### config.mk
export PLATFORM = sky130hd
export DESIGN_NAME = mil_std_csr_bank_flat
export DESIGN_NICKNAME = d
export VERILOG_FILES = /design/src/rtl/mil_std_csr_bank_if.sv /design/src/rtl/mil_std_csr_bank.sv /design/src/flat_wrapper.sv
export SDC_FILE = /design/constraint.sdc
export NUM_CORES = 1
export LEC_CHECK = 0
export ABC_AREA = 1
export BUFFER_PORTS_ARGS = -buffer_cell sky130_fd_sc_hd__buf_2
export CORE_ASPECT_RATIO = 1.4
export CORE_MARGIN = 5
export CORE_UTILIZATION = 27
export CTS_BUF_LIST = sky130_fd_sc_hd__clkbuf_16
export DETAILED_ROUTE_END_ITERATION = 10
export GPL_ROUTABILITY_DRIVEN = 0
export HOLD_SLACK_MARGIN = 0.03
export SLEW_MARGIN = 20
export SYNTH_ARGS = -nofsm -noshare
export SYNTH_HDL_FRONTEND = slang
export SYNTH_SLANG_ARGS = --single-unit
export TNS_END_PERCENT = 1
### constraint.sdc
create_clock -name clk_i -period 2.1 [get_ports clk_i]
set_input_delay 0.105 -clock clk_i [delete_from_list [all_inputs] [get_ports clk_i]]
set_output_delay 0.105 -clock clk_i [all_outputs]
set_load 0.01 [all_outputs]
### src/rtl/mil_std_csr_bank_if.sv
// rtl/mil_std_csr_bank_if.sv - Avalon-MM-style register bus between the HPS bridge and the CSR bank
interface mil_std_csr_bank_if #(
    parameter int ADDR_W = 5
);
    logic [ADDR_W-1:0] address;
    logic              read;
    logic              write;
    logic [15:0]       writedata;
    logic [15:0]       readdata;
    logic              readdatavalid;

    modport master (
        output address, read, write, writedata,
        input  readdata, readdatavalid
    );

    modport slave (
        input  address, read, write, writedata,
        output readdata, readdatavalid
    );
endinterface

### src/rtl/mil_std_csr_bank.sv
// rtl/mil_std_csr_bank.sv - multi-channel MIL-STD-1553 CSR bank with receive FIFOs and combined interrupt
module mil_std_csr_bank #(
    parameter int CH_CNT        = 2,
    parameter int RX_FIFO_DEPTH = 4
) (
    input  logic                   clk_i,
    input  logic                   rst_n_i,
    mil_std_csr_bank_if.slave      avs,
    output logic                   irq_o,
    output logic [CH_CNT-1:0]      rcv_enable_o,
    input  logic [CH_CNT-1:0]      rcv_busy_i,
    input  logic [CH_CNT-1:0]      rcv_valid_i,
    input  logic [16*CH_CNT-1:0]   rcv_data_i,
    input  logic [CH_CNT-1:0]      rcv_sync_c_i,
    input  logic [CH_CNT-1:0]      rcv_parity_err_i,
    output logic [CH_CNT-1:0]      xmt_enable_o,
    input  logic [CH_CNT-1:0]      xmt_busy_i,
    input  logic [CH_CNT-1:0]      xmt_done_i,
    output logic [CH_CNT-1:0]      xmt_send_o,
    output logic [16*CH_CNT-1:0]   xmt_data_o,
    output logic [CH_CNT-1:0]      xmt_sync_c_o
);
    localparam int AW  = $clog2(CH_CNT) + 4;
    localparam int CHW = (CH_CNT > 1) ? $clog2(CH_CNT) : 1;
    localparam int PW  = $clog2(RX_FIFO_DEPTH);
    localparam int LW  = PW + 1;

    // Per-channel register state
    logic [CH_CNT-1:0]            rcv_en;
    logic [CH_CNT-1:0][15:0]      rcv_ie;
    logic [CH_CNT-1:0][1:0]       rcv_vec;
    logic [CH_CNT-1:0]            xmt_en;
    logic [CH_CNT-1:0][15:0]      xmt_ie;
    logic [CH_CNT-1:0]            xmt_vec;
    logic [CH_CNT-1:0][15:0]      xmt_word;
    logic [CH_CNT-1:0]            xmt_sync;

    // Receive FIFOs: entry is {parity, sync_c, data}
    logic [17:0]                  fifo_mem [CH_CNT][RX_FIFO_DEPTH];
    logic [CH_CNT-1:0][PW-1:0]    rd_ptr;
    logic [CH_CNT-1:0][PW-1:0]    wr_ptr;
    logic [CH_CNT-1:0][LW-1:0]    level;

    logic [CHW-1:0]  ch;
    logic            ch_ok;
    logic [3:0]      idx;
    logic            rd_req;
    logic [15:0]     rd_mux;
    logic [17:0]     head;
    logic            head_ok;
    logic [CH_CNT-1:0] wsel, pop, push_ok, ovf, flush, send_ok;
    logic            irq_any;

    assign idx    = avs.address[3:0];
    // A simultaneous write wins; the read is dropped entirely.
    assign rd_req = avs.read && !avs.write;

    generate
        if (CH_CNT > 1) begin : g_multi
            assign ch = avs.address[AW-1:4];
        end else begin : g_single
            assign ch = '0;
        end
        if (CH_CNT == (1 << CHW)) begin : g_full_range
            assign ch_ok = 1'b1;
        end else begin : g_part_range
            assign ch_ok = (ch < CHW'(CH_CNT));
        end
    endgenerate

    assign rcv_enable_o = rcv_en;
    assign xmt_enable_o = xmt_en;
    assign xmt_data_o   = xmt_word;
    assign xmt_sync_c_o = xmt_sync;

    // Per-channel strobes: bus decode, FIFO push/pop/flush, send qualification, interrupt cause
    always_comb begin
        wsel    = '0;
        pop     = '0;
        push_ok = '0;
        ovf     = '0;
        flush   = '0;
        send_ok = '0;
        irq_any = 1'b0;
        for (int c = 0; c < CH_CNT; c++) begin
            logic hit;
            logic push_req;
            logic full;
            hit        = ch_ok && (ch == CHW'(c));
            wsel[c]    = avs.write && hit;
            pop[c]     = rd_req && hit && (idx == 4'd3) && (level[c] != '0);
            flush[c]   = wsel[c] && (idx == 4'd0) && !avs.writedata[0];
            push_req   = rcv_valid_i[c] && rcv_en[c] && !flush[c];
            full       = (level[c] == LW'(RX_FIFO_DEPTH));
            push_ok[c] = push_req && (!full || pop[c]);
            ovf[c]     = push_req && full && !pop[c];
            send_ok[c] = wsel[c] && (idx == 4'd9) && avs.writedata[0]
                         && xmt_en[c] && !xmt_busy_i[c];
            irq_any    = irq_any | (|(rcv_vec[c] & rcv_ie[c][1:0]))
                                 | (xmt_vec[c] & xmt_ie[c][0]);
        end
    end

    // Read mux for the addressed channel; an empty FIFO reads as all zero
    always_comb begin
        rd_mux  = '0;
        head    = fifo_mem[ch][rd_ptr[ch]];
        head_ok = (level[ch] != '0);
        if (ch_ok) begin
            case (idx)
                4'd0:    rd_mux = {rcv_busy_i[ch], 14'b0, rcv_en[ch]};
                4'd1:    rd_mux = rcv_ie[ch];
                4'd2:    rd_mux = {14'b0, rcv_vec[ch]};
                4'd3:    rd_mux = head_ok ? head[15:0] : 16'h0000;
                4'd4:    rd_mux = {{(8-LW){1'b0}}, level[ch], 7'b0, head_ok & head[16]};
                4'd5:    rd_mux = {15'b0, head_ok & head[17]};
                4'd6:    rd_mux = {xmt_busy_i[ch], 14'b0, xmt_en[ch]};
                4'd7:    rd_mux = xmt_ie[ch];
                4'd8:    rd_mux = {15'b0, xmt_vec[ch]};
                4'd10:   rd_mux = xmt_word[ch];
                4'd11:   rd_mux = {xmt_sync[ch], 15'b0};
                default: rd_mux = '0;
            endcase
        end
    end

    // FIFO storage needs no reset: the level counters gate every read of it
    always_ff @(posedge clk_i) begin
        for (int c = 0; c < CH_CNT; c++) begin
            if (push_ok[c]) begin
                fifo_mem[c][wr_ptr[c]] <= {rcv_parity_err_i[c], rcv_sync_c_i[c], rcv_data_i[16*c +: 16]};
            end
        end
    end

    // Register file, FIFO pointers, vectors, send pulse, read response and interrupt
    always_ff @(posedge clk_i or negedge rst_n_i) begin
        if (!rst_n_i) begin
            rcv_en            <= '0;
            rcv_ie            <= '0;
            rcv_vec           <= '0;
            xmt_en            <= '0;
            xmt_ie            <= '0;
            xmt_vec           <= '0;
            xmt_word          <= '0;
            xmt_sync          <= '0;
            rd_ptr            <= '0;
            wr_ptr            <= '0;
            level             <= '0;
            xmt_send_o        <= '0;
            irq_o             <= 1'b0;
            avs.readdata      <= '0;
            avs.readdatavalid <= 1'b0;
        end else begin
            avs.readdatavalid <= rd_req;
            if (rd_req) begin
                avs.readdata <= rd_mux;
            end
            irq_o      <= irq_any;
            xmt_send_o <= send_ok;
            for (int c = 0; c < CH_CNT; c++) begin
                if (wsel[c]) begin
                    case (idx)
                        4'd0:    rcv_en[c]   <= avs.writedata[0];
                        4'd1:    rcv_ie[c]   <= avs.writedata;
                        4'd6:    xmt_en[c]   <= avs.writedata[0];
                        4'd7:    xmt_ie[c]   <= avs.writedata;
                        4'd10:   xmt_word[c] <= avs.writedata;
                        4'd11:   xmt_sync[c] <= avs.writedata[15];
                        default: ;
                    endcase
                end
                // Set events are OR-ed after the W1C mask so a same-cycle set wins
                rcv_vec[c] <= (rcv_vec[c] & ~((wsel[c] && idx == 4'd2) ? avs.writedata[1:0] : 2'b00))
                              | {ovf[c], push_ok[c]};
                xmt_vec[c] <= (xmt_vec[c] & ~(wsel[c] && idx == 4'd8 && avs.writedata[0]))
                              | xmt_done_i[c];
                if (flush[c]) begin
                    rd_ptr[c] <= wr_ptr[c];
                    level[c]  <= '0;
                end else begin
                    if (push_ok[c]) wr_ptr[c] <= wr_ptr[c] + 1'b1;
                    if (pop[c])     rd_ptr[c] <= rd_ptr[c] + 1'b1;
                    level[c] <= level[c] + LW'(push_ok[c]) - LW'(pop[c]);
                end
            end
        end
    end
endmodule

### src/flat_wrapper.sv
// flat-port wrapper written by rule: the top's interface ports become plain ports
module mil_std_csr_bank_flat 
#(
    parameter int CH_CNT        = 2,
    parameter int RX_FIFO_DEPTH = 4
)
  (clk_i, rst_n_i, irq_o, rcv_enable_o, rcv_busy_i, rcv_valid_i, rcv_data_i, rcv_sync_c_i, rcv_parity_err_i, xmt_enable_o, xmt_busy_i, xmt_done_i, xmt_send_o, xmt_data_o, xmt_sync_c_o, avs_address, avs_read, avs_write, avs_writedata, avs_readdata, avs_readdatavalid);
  mil_std_csr_bank_if #(.ADDR_W((5))) avs_i ();
  input  logic clk_i;
  input  logic rst_n_i;
  output logic irq_o;
  output logic [CH_CNT-1:0] rcv_enable_o;
  input  logic [CH_CNT-1:0] rcv_busy_i;
  input  logic [CH_CNT-1:0] rcv_valid_i;
  input  logic [16*CH_CNT-1:0] rcv_data_i;
  input  logic [CH_CNT-1:0] rcv_sync_c_i;
  input  logic [CH_CNT-1:0] rcv_parity_err_i;
  output logic [CH_CNT-1:0] xmt_enable_o;
  input  logic [CH_CNT-1:0] xmt_busy_i;
  input  logic [CH_CNT-1:0] xmt_done_i;
  output logic [CH_CNT-1:0] xmt_send_o;
  output logic [16*CH_CNT-1:0] xmt_data_o;
  output logic [CH_CNT-1:0] xmt_sync_c_o;
  input wire logic [$bits(avs_i.address)-1:0] avs_address;
  input wire logic [$bits(avs_i.read)-1:0] avs_read;
  input wire logic [$bits(avs_i.write)-1:0] avs_write;
  input wire logic [$bits(avs_i.writedata)-1:0] avs_writedata;
  output wire logic [$bits(avs_i.readdata)-1:0] avs_readdata;
  output wire logic [$bits(avs_i.readdatavalid)-1:0] avs_readdatavalid;
  assign avs_i.address = avs_address;
  assign avs_i.read = avs_read;
  assign avs_i.write = avs_write;
  assign avs_i.writedata = avs_writedata;
  assign avs_readdata = avs_i.readdata;
  assign avs_readdatavalid = avs_i.readdatavalid;
  mil_std_csr_bank #(.CH_CNT(CH_CNT), .RX_FIFO_DEPTH(RX_FIFO_DEPTH)) u_core (.clk_i(clk_i), .rst_n_i(rst_n_i), .avs(avs_i), .irq_o(irq_o), .rcv_enable_o(rcv_enable_o), .rcv_busy_i(rcv_busy_i), .rcv_valid_i(rcv_valid_i), .rcv_data_i(rcv_data_i), .rcv_sync_c_i(rcv_sync_c_i), .rcv_parity_err_i(rcv_parity_err_i), .xmt_enable_o(xmt_enable_o), .xmt_busy_i(xmt_busy_i), .xmt_done_i(xmt_done_i), .xmt_send_o(xmt_send_o), .xmt_data_o(xmt_data_o), .xmt_sync_c_o(xmt_sync_c_o));
endmodule
## Yosys cells after proc, flatten, opt, wreduce, memory -nomap -nowiden

Memories as Yosys holds them, arrays and structs flattened.
Index checks and enable logic that the tools add are counted.

| word-level totals | value |
|---|---|
| register bits | 142 |
| RAM bits | 144 |
| input port bits | 69 |
| output and inout bits | 58 |
| logic and storage cells | 198 |
| memories | 1 |

Memories:

| name | depth | bits a word | rd ports | clocked after Yosys merged registers in | wr ports | line | RTL |
|---|---|---|---|---|---|---|---|
| u_core.fifo_mem | 2 | 72 | 1 | 0 | 2 | mil_std_csr_bank.sv:39 | `logic [17:0] fifo_mem [CH_CNT][RX_FIFO_DEPTH];` |

| cells by class | value |
|---|---|
| add/subtract/negate cells | 8 |
| $lt $le $gt $ge | 6 |
| equal/unequal tests | 13 |
| muxes and demuxes | 45 |
| bitwise logic cells | 27 |
| reductions and logical operators | 73 |

Operators by type and width:

| kind | number |
|---|---|
| $pmux W16 S11 | 1 |
| $mux W72 | 2 |
| $mux W16 | 7 |
| $demux W18 S2 | 2 |
| $mux W18 | 4 |
| $logic_and A1 B1 Y1 | 39 |
| $bmux W18 S2 | 1 |
| $reduce_and A2 Y1 | 14 |
| $mux W2 | 10 |
| $eq A4 B3 Y1 const B | 4 |
| $eq A4 B4 Y1 const B | 4 |
| $mux W1 | 14 |
| $mux W3 | 4 |
| $logic_not A1 Y1 | 10 |
| $ge A3 B3 Y1 const B | 3 |
| $not A2 Y3 | 3 |
| $reduce_bool A3 Y1 | 3 |
| $add A2 B1 Y2 const B | 4 |
| $and A2 B2 Y2 | 4 |
| $eq A4 B2 Y1 const B | 2 |
| $add A3 B1 Y3 | 2 |
| $and A1 B1 Y1 | 6 |
| $eq A3 B3 Y1 const B | 2 |
| $lt A3 B1 Y1 const B | 2 |
| other kinds (11) | 25 |

## Logic depth before layout (Yosys ltp)

Gate-level depths: netlist (run 1).

| logic depth | value |
|---|---|
| depth after elaboration | 10 |
| mapped depth | 15 |
| depth with buffers taken out | 13 |

## Worst setup path after synthesis (run 1)

OpenSTA, ideal clock, no wires.

| timing | value |
|---|---|
| kind | register to register |
| start point | register u_core.level[1] (netlist name) |
| end point | memory u_core.fifo_mem[0][0] (netlist name) (enable) |
| library setup time | 393 ps |
| arrival time | 1760 ps |
| data required time | 1707 ps |
| setup slack | -53 ps |
| cell stages (with the launch flop) | 7 |
| path buffers | 0 |
| period minus slack after synthesis | 2153 ps |
| cell sequence | dfrtp_1 inv_1 nand3_1 nand4_4 nand4_2 nand4_4 nor2_1 |

RTL lines:

| item | line | RTL |
|---|---|---|
| start, declared | mil_std_csr_bank.sv:42 | `logic [CH_CNT-1:0][LW-1:0] level;` |
| start signal, assigned by index | mil_std_csr_bank.sv:184 | `level[c] <= level[c] + LW'(push_ok[c]) - LW'(pop[c]);` |
| end, declared | mil_std_csr_bank.sv:39 |  |

## Worst setup path after layout (run 1)

| timing | value |
|---|---|
| start point | register u_core.level[1] (netlist name) |
| end point | register u_core.level[2] (netlist name) |

| between the ends | value |
|---|---|
| cells in the longest elaborated chain, start to end | 7 |
| elaborated cells between the ends (all ways) | 9 |
| those cells by class | add/sub (2); eq/ne (1); mux (1); reduce/logical (5) |

Ends and longest elaborated chain:

| item | line | RTL |
|---|---|---|
| $eq A3 B3 Y1 or $reduce_bool A3 Y1 (tied branches) | mil_std_csr_bank.sv:94, mil_std_csr_bank.sv:91 |  |
| $logic_not A1 Y1 or $logic_and A1 B1 Y1 (tied branches) | mil_std_csr_bank.sv:95, mil_std_csr_bank.sv:91 |  |
| $logic_or A1 B1 Y1 | mil_std_csr_bank.sv:95 | `push_ok[c] = push_req && (!full \|\| pop[c]);` |
| $logic_and A1 B1 Y1 | mil_std_csr_bank.sv:95 |  |
| $add A3 B1 Y3 | mil_std_csr_bank.sv:184 |  |
| $sub A3 B1 Y3 (*) | mil_std_csr_bank.sv:184 |  |
| $mux W3 (*) | mil_std_csr_bank.sv:178 | `if (flush[c]) begin` |

Mark *: on every way between the ends. The rest lies on a longest branch, timed or not.
A chain may end at the register's enable or synchronous reset.

==> load_flow_metrics.sql, run 1 <==
INSERT INTO impl_metrics (metric_group, metric, value, unit) VALUES
('run_status', 'status', 'completed', ''),
('power_and_ir_drop', 'static-leakage-power', '6.933', 'nW'),
('synthesis', 'number_of_enable_flip_flop_cells_after_synthesis', '144', ''),
('synthesis', 'ys_warn_count', '0', ''),
('synthesis', 'synthesis.area_per_instance', '9.714', 'um^2'),
('setup_path', 'timing_worst_setup_path_type', 'flip-flop to flip-flop', ''),
('sta', 'finalSetupViolCount', '0', ''),
('clock_network', 'cts_buffers', '28', ''),
('flow_run', 'cap_violations', '0', ''),
('global_routing', 'first_global_vias', '9849', ''),
('sta', 'max_slew.worst_pin.slew', '0.6158', 'ns'),
('sta', 'min_period_over_period', '0.9450', ''),
('synthesis', 'netlist_top_cells_area', 'sky130_fd_sc_hd__edfxtp_1 (34%), sky130_fd_sc_hd__dfrtp_1 (28%), sky130_fd_sc_hd__nand2_1 (15%), sky130_fd_sc_hd__nand3_1 (3.3%), sky130_fd_sc_hd__o21ai_0 (3.2%)', ''),
('setup_path', 'endpoint_kind', 'flip-flop', ''),
('clock_network', 'tritoncts', 'yes', ''),
('placement', 'place_area', '14240', 'um^2'),
('route', 'post_drt_via_cell_ratio', '4.516', ''),
('synthesis', 'async_reset_ff_frac', '0.4965', ''),
('synthesis', 'synth.yosys.seq_area_share', '0.6200', ''),
('synthesis', 'netlist.area_leader.share', '0.3403', ''),
('clock_network', 'clk_root_buffer_cell', 'sky130_fd_sc_hd__clkbuf_16', ''),
('synthesis', 'synthDistinctLibCells', '44', ''),
('synthesis', 'area_of_the_mapped_netlist', '12710', 'um^2'),
('power_and_ir_drop', 'power_per_cell_area', '1006', 'nW/um^2'),
('sta', 'finClkSkew', '0.01597', 'ns'),
('setup_path', 'worstPathArrival', '2.44', 'ns'),
('floorplan', 'die_area', '51560', 'um^2'),
('synthesis', 'synthDominantAreaCellType', 'sky130_fd_sc_hd__edfxtp_1', ''),
('synthesis', 'post_synthesis_cells', '1308', ''),
('sta', 'totalNegativeSetupSlack', '0', 'ns'),
('synthesis', 'post_synth_and_or_nand_nor_area_fraction', '0.2208', ''),
('global_routing', 'gr-total-overflow', '0', ''),
('floorplan', 'core_area', '46810', 'um^2'),
('floorplan', 'die_h', '266.7', 'um'),
('final_layout', 'final_design_area_no_fill', '15910', 'um^2'),
('floorplan', 'num_io_pins', '127', ''),
('synthesis', 'yosys_register_bits', '286', ''),
('floorplan', 'core.rowCount', '94', ''),
('clock_network', 'ctsHtreeMaxLevel', '1', ''),
('sta', 'fmax', '503.9', 'MHz'),
('global_routing', 'gr-usage-all-layers', '0.1404', ''),
('sta', 'final.min_clock_period', '1.985', 'ns'),
('hold_path', 'hold_class', 'input pin to async pin', ''),
('setup_path', 'cp-start-kind', 'flip-flop', ''),
('placement', 'io_buffer_count', '126', ''),
('route', 'detailroute.via_count', '9781', ''),
('synthesis', 'largest_family_of_logic_cells_by_synthesized_area', 'simple AND/OR/NAND/NOR gates', ''),
('clock_network', 'cts-root-to-sink-buffers', '3', ''),
('clock_network', 'path_clk_slew', '0.07', 'ns'),
('placement', 'place.detailed.hpwl', '25930', 'um'),
('global_routing', 'initial_antenna_violation_count', '3', ''),
('sta', 'rsz0062_at_grt', 'true', ''),
('synthesis', 'syn-num-nets', '1389', ''),
('route', 'detail_route.drc_violations', '0', ''),
('route', 'total_wirelength_of_the_detailed_routed_design', '36880', 'um'),
('sta', 'relSlewSlack', '0.5895', ''),
('placement', 'detailedPlace.worstSlack', '0.06977', 'ns'),
('route', 'drt_pre_antenna_iters', '5', ''),
('final_layout', 'area_growth', '25.19', '%'),
('synthesis', 'synth-compound-area-share', '0.08144', ''),
('power_and_ir_drop', 'irDropWorstVdd', '548.7', 'uV'),
('synthesis', 'synth_mux_area_frac', '0.008469', ''),
('floorplan', 'floorplan.initialDensity', '0.2714', ''),
('final_layout', 'fin_nets', '1598', ''),
('setup_path', 'critical_path_peak_fanout', '4', ''),
('synthesis', 'arithmetic_cell_share_of_the_synthesized_area_counting_full_adders_half_adders_and_majority_gates', '0.01300', ''),
('clock_network', 'cts.sink_count', '286', ''),
('synthesis', 'dominantRegCellSynth', 'sky130_fd_sc_hd__edfxtp_1', ''),
('final_layout', 'final_layout_size_suffix_gt1_frac', '0.1774', ''),
('setup_path', 'worst-endpoint-required', '2.55', 'ns'),
('sta', 'setup_ws', '0.1154', 'ns'),
('route', 'avgRoutedWirePerCell', '17.03', 'um'),
('global_routing', 'global_route_wire_length_before_repair', '57440', 'um'),
('route', 'final_antenna_net_count', '0', ''),
('clock_network', 'clock_insertion_delay_worst_skew', '0.57', 'ns'),
('route', 'first_iter_violations', '631', ''),
('sta', 'hold_viol_final', '0', ''),
('global_routing', 'maximum_number_of_pins_on_one_net_before_global_route_repair', '70', ''),
('sta', 'final-max-slew-violation-count', '0', ''),
('synthesis', 'yosys.area_share.xor_xnor', '0.005515', ''),
('floorplan', 'die_w', '193.3', 'um');
==> critical path, stage by stage (launching register included) <==
cell and delay, ns:
sky130_fd_sc_hd__dfrtp_1 0.40, sky130_fd_sc_hd__inv_1 0.13, sky130_fd_sc_hd__nand3_1 0.14, sky130_fd_sc_hd__nand4_4 0.15, sky130_fd_sc_hd__xor2_1 0.21, sky130_fd_sc_hd__ha_1 0.17, sky130_fd_sc_hd__inv_1 0.05, sky130_fd_sc_hd__fa_1 0.40
sky130_fd_sc_hd__xor2_1 0.17, sky130_fd_sc_hd__nor2_1 0.05
==> placed cells by master, fill, tap and decap left out, types with 10 or more instances in the layout <==
master	instances
sky130_fd_sc_hd__nand3_1	83
sky130_fd_sc_hd__inv_1	51
sky130_fd_sc_hd__buf_4	36
sky130_fd_sc_hd__buf_2	124
sky130_fd_sc_hd__ha_1	10
sky130_fd_sc_hd__inv_2	20
sky130_fd_sc_hd__o21ai_1	50
sky130_fd_sc_hd__dlygate4sd3_1	64
sky130_fd_sc_hd__a22o_1	10
sky130_fd_sc_hd__edfxtp_1	144
sky130_fd_sc_hd__nand2_1	510
sky130_fd_sc_hd__nor2_1	42
sky130_fd_sc_hd__dfrtp_1	141
sky130_fd_sc_hd__clkbuf_16	29
sky130_fd_sc_hd__buf_12	14
sky130_fd_sc_hd__a21oi_1	41
sky130_fd_sc_hd__o21ai_0	82
==> power by group <==
group | leakage [nW] | internal, W | switching [W] | total, W
clock network | 0.462 | 0.00291 | 0.00229 | 0.00521
logic | 3.35 | 0.00132 | 0.00213 | 0.00345
registers | 3.12 | 0.00684 | 0.000504 | 0.00734
total | 6.93 | 0.0111 | 0.00492 | 0.0160
==> state kept, by name (all words and copies together), names as in the netlist <==
name                      count
u_core.fifo_mem             144
u_core.rd_ptr                 4
u_core.xmt_ie                32
u_core.rcv_enable_o           2
u_core.wr_ptr                 4
u_core.xmt_send_o             2
u_core.xmt_data_o            32
u_core.avs.readdata          16
u_core.rcv_ie                32
u_core.xmt_vec                2
u_core.rcv_vec                4
u_core.level                  6
u_core.irq_o                  1
u_core.avs.readdatavalid      1
u_core.xmt_enable_o           2
u_core.xmt_sync_c_o           2
==> what timing repair did <==
action	in CTS	in global routing
hold buffers	64	0
setup buffers	0	6
endpoints found under the hold margin	399	0
setup endpoints to repair	0	2
gates resized for setup	0	6
==> stage by stage <==
| stage | std cells | total power [W] | hold slack [ns] | util |
|---|---|---|---|---|
| final | 2166 | 0.01600 | 0.05470 | 0.3398 |
| after global routing | 2165 | 0.01690 | 0.07528 | 0.3398 |
| after CTS | 2157 | 0.01605 | 0.03816 | 0.3382 |
| after detailed placement | 2041 | 0.01072 | 0.1069 | 0.3043 |
| after global placement | 2041 | 0.01065 | 0.09737 | 0.3043 |
| after floorplan | 1308 | 0.009313 | -0.1906 | - |
==> layout make-up <==
type,count,area [um^2]
tap,624,780.7
sequential,286,7879
clock inverter,23,220.2
inverter,70,265.3
fill,4858,30900
timing repair buffer,239,1823
antenna,3,7.507
multi-input combinational,892,4205
clock buffer,29,725.7
==> Yosys cell counts, drive strengths merged (5+ instances only) <==
cell and n:
mux2 6, a22o 10, nor4 5, buf 40
edfxtp 144, nand4 8, inv 69, clkbuf 20
xor2 6, nand2 516, nand3 84, o21ai 133
nor2 49, a21oi 41, dfrtp 142, ha 10
==> worst paths after layout <==
| check | startpoint | depth (start not counted) | end | slack [ns] |
|---|---|---|---|---|
| max | u_core.level[1] | 9 | u_core.level[2] | 0.12 |
| min | rst_n_i | 2 | u_core.rcv_enable_o[1] | 0.05 |
| min reg2reg | u_core.avs.readdata[10] | 2 | u_core.avs.readdata[10] | 0.48 |
| max reg2reg | u_core.level[1] | 9 | u_core.level[2] | 0.12 |
| max in group asynchronous | rst_n_i | 3 | u_core.xmt_data_o[13] | 1.36 |
| min in group clk_i | avs_address[0] | 6 | u_core.rcv_enable_o[0] | 0.07 |
==> routing by layer <==
layer	routed length (um)	track usage
met1	14760	0.1676
met2	18840	0.2534
met3	1695	0.01755
met5	0	0
met4	1596	0.06299
==> logic make-up after synthesis <==
kind of cell / count (synthesis)
simple gates: 669
flops: 286
compound gates: 193
buf+inv: 130
fa+ha+maj: 12
mux: 10
xor+xnor: 8
Note: power is estimated with default switching activity, not from simulation.
==> run 2, diff against run 1 <==
Clock period 2.1 ns to 1.8 ns, I/O delays scaled along.
==> load_flow_metrics.sql, run 2 (synthesis results as in run 1) <==
INSERT INTO impl_metrics (metric_group, metric, value, unit) VALUES
('sta', 'setup_ws', '0.02217', 'ns'),
('final_layout', 'fin_nets', '1641', ''),
('flow_run', 'cap_violations', '0', ''),
('global_routing', 'global_route_wire_length_before_repair', '57820', 'um'),
('clock_network', 'path_clk_slew', '0.07', 'ns'),
('power_and_ir_drop', 'irDropWorstVdd', '620.9', 'uV'),
('setup_path', 'critPathMaxStageDelay', '0.51', 'ns'),
('sta', 'fmax', '562.5', 'MHz'),
('placement', 'detailedPlace.worstSlack', '-0.1212', 'ns'),
('final_layout', 'area_growth', '29.74', '%'),
('clock_network', 'clock_insertion_delay_worst_skew', '0.55', 'ns'),
('route', 'total_wirelength_of_the_detailed_routed_design', '36580', 'um'),
('clock_network', 'ctsHtreeMaxLevel', '1', ''),
('floorplan', 'num_io_pins', '127', ''),
('sta', 'rsz0062_at_grt', 'true', ''),
('route', 'detailroute.via_count', '9812', ''),
('setup_path', 'endpoint_kind', 'flip-flop', ''),
('power_and_ir_drop', 'power_per_cell_area', '1175', 'nW/um^2'),
('setup_path', 'worst-endpoint-required', '2.24', 'ns'),
('setup_path', 'timing_worst_setup_path_type', 'flip-flop to flip-flop', ''),
('setup_path', 'critical_path_peak_fanout', '3', ''),
('sta', 'relSlewSlack', '0.6650', ''),
('route', 'final_antenna_net_count', '0', ''),
('run_status', 'status', 'completed', ''),
('route', 'drt_pre_antenna_iters', '7', ''),
('clock_network', 'cts.sink_count', '286', ''),
('sta', 'finalSetupViolCount', '0', ''),
('final_layout', 'layout_common_cells', 'sky130_fd_sc_hd__nand2_1 (508), sky130_fd_sc_hd__edfxtp_1 (144), sky130_fd_sc_hd__dfrtp_1 (142)', ''),
('floorplan', 'die_w', '193.3', 'um'),
('clock_network', 'cts-root-to-sink-buffers', '3', ''),
('final_layout', 'layout.cells.most_common', 'sky130_fd_sc_hd__nand2_1', ''),
('floorplan', 'core.rowCount', '94', ''),
('power_and_ir_drop', 'static-leakage-power', '7.207', 'nW'),
('placement', 'io_buffer_count', '126', ''),
('setup_path', 'worstPathArrival', '2.22', 'ns'),
('sta', 'max_slew.worst_pin.slew', '0.5002', 'ns'),
('setup_path', 'timing.critical_path.cells', 'inv_2 > nand3_2 > nand4_4 > nand4_4 > nand4_4 > inv_2 > ha_1 > inv_2 > fa_2 > nor2_1', ''),
('route', 'post_drt_via_cell_ratio', '4.450', ''),
('setup_path', 'cp-start-kind', 'flip-flop', ''),
('clock_network', 'tritoncts', 'yes', ''),
('sta', 'final-max-slew-violation-count', '0', ''),
('floorplan', 'die_area', '51560', 'um^2'),
('final_layout', 'final_layout_size_suffix_gt1_frac', '0.2114', ''),
('sta', 'hold_viol_final', '0', ''),
('final_layout', 'finalCoreUtilization', '0.3522', ''),
('hold_path', 'hold_class', 'input pin to flip-flop', ''),
('global_routing', 'gr-usage-all-layers', '0.1402', ''),
('global_routing', 'first_global_vias', '9966', ''),
('placement', 'place.detailed.hpwl', '26260', 'um'),
('floorplan', 'die_h', '266.7', 'um'),
('floorplan', 'core_area', '46810', 'um^2'),
('sta', 'finClkSkew', '0.02631', 'ns'),
('route', 'first_iter_violations', '622', ''),
('route', 'detail_route.drc_violations', '0', ''),
('sta', 'min_period_over_period', '0.9877', ''),
('global_routing', 'initial_antenna_violation_count', '1', ''),
('sta', 'final.min_clock_period', '1.778', 'ns'),
('global_routing', 'gr-total-overflow', '0', ''),
('clock_network', 'cts_buffers', '27', ''),
('setup_path', 'worst_path_max_delay_cell', 'sky130_fd_sc_hd__fa_2', ''),
('floorplan', 'floorplan.initialDensity', '0.2714', ''),
('global_routing', 'maximum_number_of_pins_on_one_net_before_global_route_repair', '44', ''),
('final_layout', 'flip_flop_count_of_the_largest_register_after_layout', '144', ''),
('route', 'avgRoutedWirePerCell', '16.59', 'um'),
('clock_network', 'clk_root_buffer_cell', 'sky130_fd_sc_hd__clkbuf_16', '');
-- run 2: changes by cell type in the layout (fill, tap and decap cells not counted), moves of 3 or more --
cell                        previous run  this run
sky130_fd_sc_hd__buf_12               14        24
sky130_fd_sc_hd__buf_4                36        68
sky130_fd_sc_hd__bufinv_16             3         8
sky130_fd_sc_hd__clkinv_4              3         0
sky130_fd_sc_hd__inv_1                51        46
sky130_fd_sc_hd__inv_2                20        23
sky130_fd_sc_hd__nor2_1               42        33
sky130_fd_sc_hd__nor2_2                4        12
-- run 2: cell type report --
type | instances | area [um^2]
Antenna cell | 1 | 2.502
Clock buffer | 27 | 675.6
Clock inverter | 22 | 325.3
Fill cell | 4737 | 30330
Inverter | 70 | 267.8
Multi-Input combinational cell | 892 | 4272
Sequential cell | 286 | 7878
Tap cell | 624 | 780.7
Timing Repair Buffer | 283 | 2283
-- run 2: path summary, 6_finish.rpt --
check                                  startpoint                endpoint  slack [ns]  depth (start not counted)
min in group asynchronous                 rst_n_i       u_core.rcv_ie[26]        0.55                          3
max reg2reg                       u_core.level[4]         u_core.level[4]        0.02                         10
min                                avs_address[1]  u_core.rcv_enable_o[0]        0.05                          6
max in group asynchronous                 rst_n_i  u_core.avs.readdata[1]        0.17                          4
min reg2reg                u_core.avs.readdata[4]  u_core.avs.readdata[4]        0.48                          2
max                               u_core.level[4]         u_core.level[4]        0.02                         10
-- run 2: report_power, final --
part	internal (W)	switching, W
logic	0.00181	0.00261
clock network	0.00390	0.00252
registers	0.00798	0.000562
total	0.0137	0.00569
-- run 2: per-stage QoR --
step / TNS, ns / instances / hold slack [ns] / power (W) / cell area [um^2]
after floorplan: -14.11 / 1308 / -0.2056 / 0.01097 / 12770
final: 0 / 2205 / 0.04899 / 0.01937 / 16480
after detailed placement: -4.193 / 2085 / 0.03873 / 0.01293 / 14760
after global routing: -0.2183 / 2205 / 0.07181 / 0.02045 / 16480
after CTS: 0 / 2200 / 0.03173 / 0.01952 / 16430
after global placement: -1.242 / 2085 / 0.02934 / 0.01281 / 14760
-- run 2: layer usage --
layer / track usage / wire length [um] / vias to the layer above
met3: 0.01578 / 1256 / 57
met1: 0.1631 / 14730 / 4695
met2: 0.2654 / 19340 / 223
li1: - / - / 4837
met4: 0.05093 / 1263 / 0
met5: 0 / 0 / -
-- run 2: critical path, delay by kind of cell (launching register included) --
family / cells / cell delay [ns]
simple gates: 5 / 0.47
flops: 1 / 0.38
buf+inv: 3 / 0.17
fa+ha+maj: 2 / 0.66
-- run 2: timing repair --
item	4_1_cts	5_1_grt
pin swaps	1	7
setup endpoints to repair	3	57
endpoints found under the hold margin	395	0
gates resized for setup	3	9
buffers inserted	0	4
hold buffers	66	0
